**config.mk**
```make
export PLATFORM = sky130hd
export DESIGN_NAME = pwm_multi_ch
export DESIGN_NICKNAME = d
export VERILOG_FILES = /design/src/rtl/pwm_multi_ch.sv
export SDC_FILE = /design/constraint.sdc
export NUM_CORES = 1
export LEC_CHECK = 0
export CAP_MARGIN = 20
export CELL_PAD_IN_SITES_DETAIL_PLACEMENT = 1
export CELL_PAD_IN_SITES_GLOBAL_PLACEMENT = 1
export CORE_MARGIN = 2
export CORE_UTILIZATION = 43
export CTS_CLUSTER_SIZE = 40
export DETAILED_ROUTE_END_ITERATION = 7
export MAX_ROUTING_LAYER = met4
export PLACE_DENSITY_LB_ADDON = 0.1
export SLEW_MARGIN = 5
export SYNTH_ARGS = -nofsm -noshare
export SYNTH_HDL_FRONTEND = slang
export SYNTH_SLANG_ARGS = --single-unit
```
**constraint.sdc**
```tcl
create_clock -name clk -period 2.2 [get_ports clk]
set_input_delay 0.66 -clock clk [delete_from_list [all_inputs] [get_ports clk]]
set_output_delay 0.66 -clock clk [all_outputs]
set_load 0.03 [all_outputs]
```
**src/rtl/pwm_multi_ch.sv**
```systemverilog
// pwm_multi_ch: multi-channel PWM generator with a shared period counter.
// Each channel compares the shared count against its own duty. Period, duty
// and alignment mode are double-buffered; a captured set becomes active only
// at a period boundary, or on any clock while idle.
//
// Ports
//   clk        system clock
//   rst_n      asynchronous active-low reset
//   en         run enable
//   load       1-clk strobe: capture cycle/duty/center into the pending set
//   cycle      period length C (clocks per edge-aligned period)
//   duty       per-channel duty, channel i = duty[i*WIDTH +: WIDTH]
//   center     0 = edge-aligned, 1 = center-aligned
//   pwm_out    registered PWM outputs
//   period_end 1-clk pulse aligned with the last clock of each period
//   load_ack   1-clk pulse when the pending set becomes active
//
// Counter direction states
//   state    | meaning
//   DIR_UP   | counting 1..C (edge mode always stays here)
//   DIR_DOWN | center mode, counting C..1
module pwm_multi_ch #(
  parameter int WIDTH = 16,
  parameter int CH    = 4
) (
  input  logic                clk,
  input  logic                rst_n,
  input  logic                en,
  input  logic                load,
  input  logic [WIDTH-1:0]    cycle,
  input  logic [CH*WIDTH-1:0] duty,
  input  logic                center,
  output logic [CH-1:0]       pwm_out,
  output logic                period_end,
  output logic                load_ack
);

  typedef enum logic {DIR_UP, DIR_DOWN} dir_t;

  localparam logic [WIDTH-1:0] ONE = WIDTH'(1);

  logic [WIDTH-1:0] act_cycle, pend_cycle;
  logic [WIDTH-1:0] act_duty  [CH];
  logic [WIDTH-1:0] pend_duty [CH];
  logic             act_center, pend_center, pend_vld;

  logic [WIDTH-1:0] cnt, cnt_nxt;
  dir_t             dir, dir_nxt;

  logic             idle, bnd_run, apply;
  logic [CH-1:0]    pwm_nxt;
  logic             pe_nxt;

  always_comb begin
    idle    = !en || (act_cycle == '0);
    bnd_run = 1'b0;
    cnt_nxt = cnt;
    dir_nxt = dir;
    pwm_nxt = '0;

    if (act_center) bnd_run = (cnt == ONE) && (dir == DIR_DOWN);
    else            bnd_run = (cnt == act_cycle);

    // Idle clocks count as boundaries so a pending set is never stranded.
    apply  = (idle || bnd_run) && pend_vld;
    pe_nxt = !idle && bnd_run;

    if (apply || idle) begin
      cnt_nxt = ONE;
      dir_nxt = DIR_UP;
    end else if (!act_center) begin
      cnt_nxt = (cnt == act_cycle) ? ONE : cnt + ONE;
    end else if (dir == DIR_UP) begin
      // Endpoints are held one extra clock to get a 2C period without 2C math.
      if (cnt == act_cycle) dir_nxt = DIR_DOWN;
      else                  cnt_nxt = cnt + ONE;
    end else begin
      if (cnt == ONE) dir_nxt = DIR_UP;
      else            cnt_nxt = cnt - ONE;
    end

    for (int i = 0; i < CH; i++) begin
      pwm_nxt[i] = !idle && (cnt <= act_duty[i]);
    end
  end

  always_ff @(posedge clk or negedge rst_n) begin
    if (!rst_n) begin
      act_cycle   <= '0;
      act_center  <= 1'b0;
      pend_cycle  <= '0;
      pend_center <= 1'b0;
      pend_vld    <= 1'b0;
      cnt         <= ONE;
      dir         <= DIR_UP;
      pwm_out     <= '0;
      period_end  <= 1'b0;
      load_ack    <= 1'b0;
      for (int i = 0; i < CH; i++) begin
        act_duty[i]  <= '0;
        pend_duty[i] <= '0;
      end
    end else begin
      cnt        <= cnt_nxt;
      dir        <= dir_nxt;
      pwm_out    <= pwm_nxt;
      period_end <= pe_nxt;
      load_ack   <= apply;

      // Apply uses the set pending before this clock; a same-clock load
      // becomes the next pending set.
      if (apply) begin
        act_cycle  <= pend_cycle;
        act_center <= pend_center;
        for (int i = 0; i < CH; i++) act_duty[i] <= pend_duty[i];
      end

      if (load) begin
        pend_cycle  <= cycle;
        pend_center <= center;
        pend_vld    <= 1'b1;
        for (int i = 0; i < CH; i++) pend_duty[i] <= duty[i*WIDTH +: WIDTH];
      end else if (apply) begin
        pend_vld <= 1'b0;
      end
    end
  end

endmodule

```
---- Word level (Yosys, flattened, before mapping) ----
Cells that the tools add are included.
word-level totals
  output and inout bits ................... 6
  flip-flop bits (word level) ............. 186
cells by class
  multiplexer cells ....................... 14
  add/subtract/negate cells ............... 2
  equality and inequality tests ........... 4
  $lt $le $gt $ge ......................... 4
  reductions and logical operators ........ 16
operators by type and width
  operator                                                                count
  16-bit 2-to-1 mux                                                       6
  16-bit <= comparator                                                    4
  16-bit by 1-bit adder with 16-bit output, second input constant         1
  16-bit by 1-bit equality test with 1-bit output, second input constant  1
  16-bit equality test                                                    1
  16-bit zero test                                                        1
  16-bit by 1-bit subtractor with 16-bit output, second input constant    1
  1-bit 2-to-1 mux                                                        8
  4-bit != test, second input constant                                    2
  1-bit logical AND                                                       7
  2-bit nonzero test                                                      2
  1-bit logical OR                                                        3
  1-bit zero test                                                         2
  2-bit AND reduction                                                     1

---- Logic depth before layout (Yosys ltp) ----
Gate-level depths: netlist of the first run.
  depth after elaboration ................. 8
  mapped depth ............................ 10

---- Least setup slack after synthesis of the first run ----
Ideal clock, no wire load.
  kind .................................... reg2reg
  start point ............................. register cnt[3]
  end point ............................... register act_cycle[0]
  stages on the path, launching flop included .. 11
  arrival time ............................ 2.329 ns
  required time ........................... 2.075 ns
  path buffers ............................ 4
  period minus slack after synthesis ...... 2.454 ns
  slack ................................... -0.254 ns
  cell sequence ........................... dfrtp_1 > buf_6 > or3_1 > buf_2 > nor4_4 > nand3_2 > nand2_2 > o21a_4 > buf_12 > buf_12 > mux2_4
on the way
  longest elaborated chain between the ends .. 5
ends and longest elaborated chain
  what                                             line  text
  start, declared                                  47    logic [WIDTH-1:0] cnt, cnt_nxt;
  start signal, assigned                           104   cnt <= cnt_nxt;
  16-bit by 1-bit equality test with 1-bit output  61    if (act_center) bnd_run = (cnt == ONE) && (dir == DIR_DOWN);
  1-bit logical AND                                61
  1-bit 2-to-1 mux (*)                             61
  1-bit logical OR (*)                             65    apply = (idle || bnd_run) && pend_vld;
  1-bit logical AND (*)                            65
  end signal, assigned                             113   act_cycle <= pend_cycle;
  end, declared                                    42    logic [WIDTH-1:0] act_cycle, pend_cycle;
Mark *: on every way between the ends. The rest lies on a longest branch, timed or not.
A chain may end at the register's enable or synchronous reset.

---- Worst setup path in the final report of the first run ----
  start point ............................. register act_cycle[3]
  end point ............................... register act_cycle[6]
on the way
  longest elaborated chain between the ends .. 4
ends and longest elaborated chain
  what                                                             line
  16-bit equality test / 16-bit zero test (equally long branches)  62, 55
  1-bit 2-to-1 mux / 1-bit logical OR (equally long branches)      61, 55
  1-bit logical OR (*)                                             65
  1-bit logical AND (*)                                            65
Marks and branches as above.

==> flow_summary.ini, run 1 <==
[clock_tree]
cts_max_path_buffers = 2
clk_latency_ns = 0.45
cts_buffers = 17
holdBufCountCts = 0
clock-root-buffer = clkbuf_16
tritoncts = yes
path_clk_slew_ns = 0.09
cts.sinks = 186
h-tree-depth = 4

[worst_setup_path]
cpMostUsedCell = buf_12
critPathRequiredTime_ns = 2.53
cpLargestDelayFamily = compound AO/OA/AOI/OAI gates
path_class = reg2reg
start_kind = flip-flop
end_kind = flip-flop
crit_path_max_fanout = 7
r2r_slack_ns = -0.35
path_buf_inv = 3
max_stage_delay_ns = 0.55
worstPathArrival_ns = 2.88
critical_path.cell_chain = or4_4 > o41a_1 > nand2_4 > o21a_4 > buf_12 > buf_12 > buf_8 > mux2_4
critPathSlowestCell = or4_4

[yosys]
synth_ff_type = dfrtp_1
async_flop_share_pct = 100.0
synth_top_area_share_pct = 47.00
synth_area_leader_cell = dfrtp_1
synth_edf_count = 0
synthesis.instances = 776
synth_area_mm2 = 0.009851
syn-num-nets = 928
ys_ff_latch = 186
yosys_warnings = 0
synth.area.top_cells = dfrtp_1, mux2_4, mux2_2, ha_1, inv_1
synth_cell_types = 68
avgSynthCellArea_um2 = 12.69
ys_seq_area_share_pct = 47.26

[power]
peakVddDrop_v = 0.0004417
p_per_area_mw_per_mm2 = 744.1
leakagePower_nw = 6.270

[placed_design]
io_buffer_count = 90
gp_congestion = 0.9200
place_ws_ns = -0.4254
place.detailed.hpwl_um = 20950

[floorplan]
dieWidth_um = 155.4
die_y_um = 155.4
core_area_mm2 = 0.02257
design.die.area_mm2 = 0.02414
initial_core_util_pct = 43.64
rows = 55
io_pins = 91

[final_layout]
drive_gt1_share_pct = 38.51
nets = 1144
layout_commonest_cell = dfrtp_1
syn2layout_area_growth_pct = 33.25
final_cell_mix = dfrtp_1, buf_4, clkdlybuf4s50_1, mux2_2, mux2_4
postLayoutCoreUtil_pct = 58.15

[routing]
drt-total-wl_um = 29240
drt_iter0_drc = 273
postRouteAntennaNets = 0
drc = 0
num_vias = 6911
wl_per_cell_um = 22.65
dr.pass1.iters = 6
viasPerCell = 5.353

[timing]
holdWs_ns = 0.1951
maxSlewHeadroom_pct = 61.36
final_max_slew_viol_count = 0
fin_crit_ns = 2.551
max_freq_ghz = 0.3920
rsz0062_at_grt = true
period_share_pct = 115.9
tightest_slew_ns = 0.5796
fin_ws_ns = -0.3508
fin_worst_skew_ns = 0.02014
hold_viol_final = 0
finalSetupViolCount = 100

[run_status]
violations = negative setup slack
status = finished with violations

[global_route]
grt_usage_pct = 25.99
grt_antenna_before_repair = 1
grt-ovfl-total = 0
grt_pass1_wl_um = 45940
grt_max_degree = 47
grt_pass1_vias = 7962

[job]
maxCapViolations = 0

[worst_hold_path]
min_path_type = in2async
worst paths after layout:
check | endpoint | cells after the start | start
worst max-delay path | act_cycle[6] | 8 | act_cycle[3]
worst min-delay path | pend_duty[41] | 1 | rst_n
worst max register to register | act_cycle[6] | 8 | act_cycle[3]
worst min register to register | act_duty[23] | 1 | pend_duty[23]
max in group asynchronous | cnt[0] | 2 | rst_n
min in group clk | act_duty[23] | 1 | pend_duty[23]
power breakdown:
part,internal (mW),switching (mW),leakage [nW]
Sequential,3.88,0.342,2.21
Combinational,1.27,0.904,3.75
Clock,1.71,1.66,0.314
Total,6.86,2.90,6.27
synthesized netlist by cell type (3+ instances only):
| cell type | instances |
|---|---|
| mux2_4 | 78 |
| nand3_1 | 5 |
| o21ai_0 | 12 |
| nor4_1 | 10 |
| buf_2 | 6 |
| nor2b_1 | 6 |
| a21oi_1 | 38 |
| xor2_1 | 16 |
| nor3_1 | 8 |
| mux2_2 | 81 |
| or3_1 | 6 |
| or2_2 | 4 |
| dfrtp_1 | 185 |
| and3_1 | 7 |
| buf_12 | 9 |
| o21a_1 | 11 |
| o211ai_1 | 3 |
| ha_1 | 67 |
| and4_1 | 6 |
| or4_1 | 7 |
| inv_1 | 69 |
| o21ai_1 | 8 |
| nor2_1 | 14 |
| nand2_1 | 21 |
| clkbuf_1 | 12 |
| a21o_1 | 16 |
| o2111ai_1 | 6 |
| nand4_1 | 16 |
repair_timing:
item | 4_1_cts | 5_1_grt
cloned | 2 | 1
gates resized for setup | 53 | 41
endpoints found under the setup margin | 102 | 105
pin swaps | 9 | 24
setup buffers | 26 | 17
through the flow:
| step | setup TNS [ns] | instance area [µm²] | cells | total power [mW] |
|---|---|---|---|---|
| after CTS | -27.70 | 12910 | 1283 | 9.761 |
| final | -25.92 | 13130 | 1291 | 9.767 |
| after detailed placement | -37.69 | 11820 | 1228 | 6.228 |
| after global routing | -31.28 | 13130 | 1291 | 10.22 |
| after global placement | -30.72 | 11810 | 1227 | 6.100 |
| after floorplan | -20.42 | 9906 | 776 | 5.399 |
layout make-up:
class                           instances  area [µm²]
Timing Repair Buffer                  229        2300
Multi-Input combinational cell        488        4890
Clock inverter                         14       211.5
Antenna cell                            1       2.502
Tap cell                              285       356.6
Inverter                               70       266.5
Clock buffer                           18       439.2
Sequential cell                       186        4661
Fill cell                            2247        9445
sequential cells by signal (all words and copies together), names as in the netlist:
signal       count
act_center       1
act_cycle       16
act_duty        64
cnt             16
dir              1
load_ack         1
pend_center      1
pend_cycle      16
pend_duty       64
pend_vld         1
period_end       1
pwm_out          4
metal layers:
metal	GRT usage [%]	vias up	wire length (µm)
met5	-	-	0
met4	7.733	0	574
met1	32.36	3538	12640
li1	-	3217	-
met2	44.37	124	14900
met3	3.510	32	1122
kinds of logic after synthesis:
group | after synthesis | share of synthesized area (%)
multiplexers | 161 | 21.38
AO/OA/AOI/OAI | 117 | 7.939
XOR/XNOR | 18 | 1.600
flip-flops | 186 | 47.26
buffers and inverters | 102 | 5.690
adder cells (fa/ha/maj) | 67 | 8.510
AND/OR/NAND/NOR | 125 | 7.621
worst reg2reg max path, stage by stage, from the launching register on:
cell,delay [ns]
dfrtp_1,0.43
or4_4,0.55
o41a_1,0.50
nand2_4,0.10
o21a_4,0.18
buf_12,0.17
buf_12,0.12
buf_8,0.10
mux2_4,0.29
Note: power is estimated with default switching activity, not from simulation.
==> run 2, diff against run 1 <==
CORE_MARGIN = not set   (was 2)
==> flow_summary.ini, run 2 (same netlist as run 1, synthesis figures left out) <==
[power]
peakVddDrop_v = 0.0004390
leakagePower_nw = 6.199
finalPower_mw = 9.434
p_per_area_mw_per_mm2 = 728.6

[clock_tree]
cts_max_path_buffers = 2
clk_latency_ns = 0.44
holdBufCountCts = 0
cts_buffers = 17
tritoncts = yes
clock-root-buffer = clkbuf_16
path_clk_slew_ns = 0.08
cts.sinks = 186
h-tree-depth = 4

[timing]
rsz0062_at_grt = true
final_max_slew_viol_count = 0
maxSlewHeadroom_pct = 65.29
hold_viol_final = 0
finalSetupViolCount = 99
fin_worst_skew_ns = 0.01831
period_share_pct = 114.3
fin_crit_ns = 2.516
tightest_slew_ns = 0.5206
max_freq_ghz = 0.3975
fin_ws_ns = -0.3155

[worst_setup_path]
path_class = reg2reg
reg2reg_depth = 8
cpMostUsedCell = buf_12
max_stage_delay_ns = 0.57
worstPathArrival_ns = 2.84
end_kind = flip-flop
path_buf_inv = 3
cpLargestDelayFamily = simple AND/OR/NAND/NOR gates
critPathSlowestCell = or4_4
crit_path_max_fanout = 7
worst-path-stages = 8
critPathRequiredTime_ns = 2.52
start_kind = flip-flop
critical_path.cell_chain = or4_4 > o41a_1 > nand2_2 > o21a_4 > buf_12 > buf_12 > buf_6 > mux2_4

[final_layout]
fillCellCount = 2260
reg_top3 = act_duty (64), pend_duty (64)
syn2layout_area_growth_pct = 31.44
nets = 1140
final_cell_mix = dfrtp_1, buf_4, clkdlybuf4s50_1, mux2_2, mux2_4
diodes = 0
layout_commonest_cell = dfrtp_1
drive_gt1_share_pct = 38.60

[global_route]
grt-ovfl-total = 0
grt_pass1_vias = 7855
grt_pass1_wl_um = 45200
grt_max_degree = 51
grt_antenna_before_repair = 0
grt_usage_pct = 26.38

[routing]
drt-total-wl_um = 29710
num_vias = 7034
wl_per_cell_um = 23.12
postRouteAntennaNets = 0
dr.pass1.iters = 5
drt_iter0_drc = 330
drc = 0
viasPerCell = 5.474

[placed_design]
place_ws_ns = -0.3089
place.detailed.hpwl_um = 20480
io_buffer_count = 90
gp_congestion = 0.9105

[floorplan]
die_y_um = 153.4
core_area_mm2 = 0.02257
initial_core_util_pct = 43.64
rows = 55
io_pins = 91
dieWidth_um = 153.4
design.die.area_mm2 = 0.02352

[job]
maxCapViolations = 0

[worst_hold_path]
min_path_type = in2async

[run_status]
violations = negative setup slack
status = finished with violations
[run 2: area by class of cell]
class	count	area, µm²	share of cell area [%]
clock buffers	17	425.4	3.286
clock inverters	14	151.4	1.169
inverters	70	262.8	2.029
multi-input cells	488	4886	37.74
flip-flops and latches	186	4661	36.00
well taps	285	356.6	2.754
repair buffers	225	2205	17.03
[run 2: metrics by stage]
step | cell area (µm²) | setup TNS, ns | std cells | hold slack [ns] | util, %
4_1_cts | 12660 | -18.73 | 1271 | 0.1805 | 56.09
6_report | 12950 | -22.20 | 1285 | 0.1695 | 57.36
3_3_place_gp | 11740 | -18.94 | 1222 | 0.4715 | 52.00
2_1_floorplan | 9906 | -20.42 | 776 | 0.3644 | -
5_1_grt | 12950 | -25.38 | 1285 | 0.1848 | 57.36
3_5_place_dp | 11740 | -22.12 | 1222 | 0.4836 | 52.00
[run 2: routing by layer]
metal	global-route usage [%]	up-vias	wire length, µm
li1	-	3196	-
met3	4.281	52	951
met4	10.76	0	820
met2	42.55	165	14480
met1	33.05	3621	13460
met5	-	-	0
[run 2: repair_timing]
item	CTS	global route
cloned	2	2
pin swaps	4	19
setup buffers	16	15
endpoints found under the setup margin	98	101
gates resized for setup	41	41
[run 2: worst paths after layout]
kind                              startpoint            end  slack, ns
worst max-delay path            act_cycle[8]    act_duty[9]      -0.32
worst min register to register  act_duty[31]   act_duty[31]       0.50
max in group asynchronous              rst_n  act_cycle[15]       1.37
worst max register to register  act_cycle[8]    act_duty[9]      -0.32
min in group clk                act_duty[31]   act_duty[31]       0.50
worst min-delay path                   rst_n   act_duty[46]       0.17
[run 2: where the power goes]
| part | switching [mW] | leakage (nW) | internal, mW |
|---|---|---|---|
| combinational | 0.901 | 3.70 | 1.26 |
| clock | 1.55 | 0.285 | 1.52 |
| sequential | 0.328 | 2.21 | 3.88 |
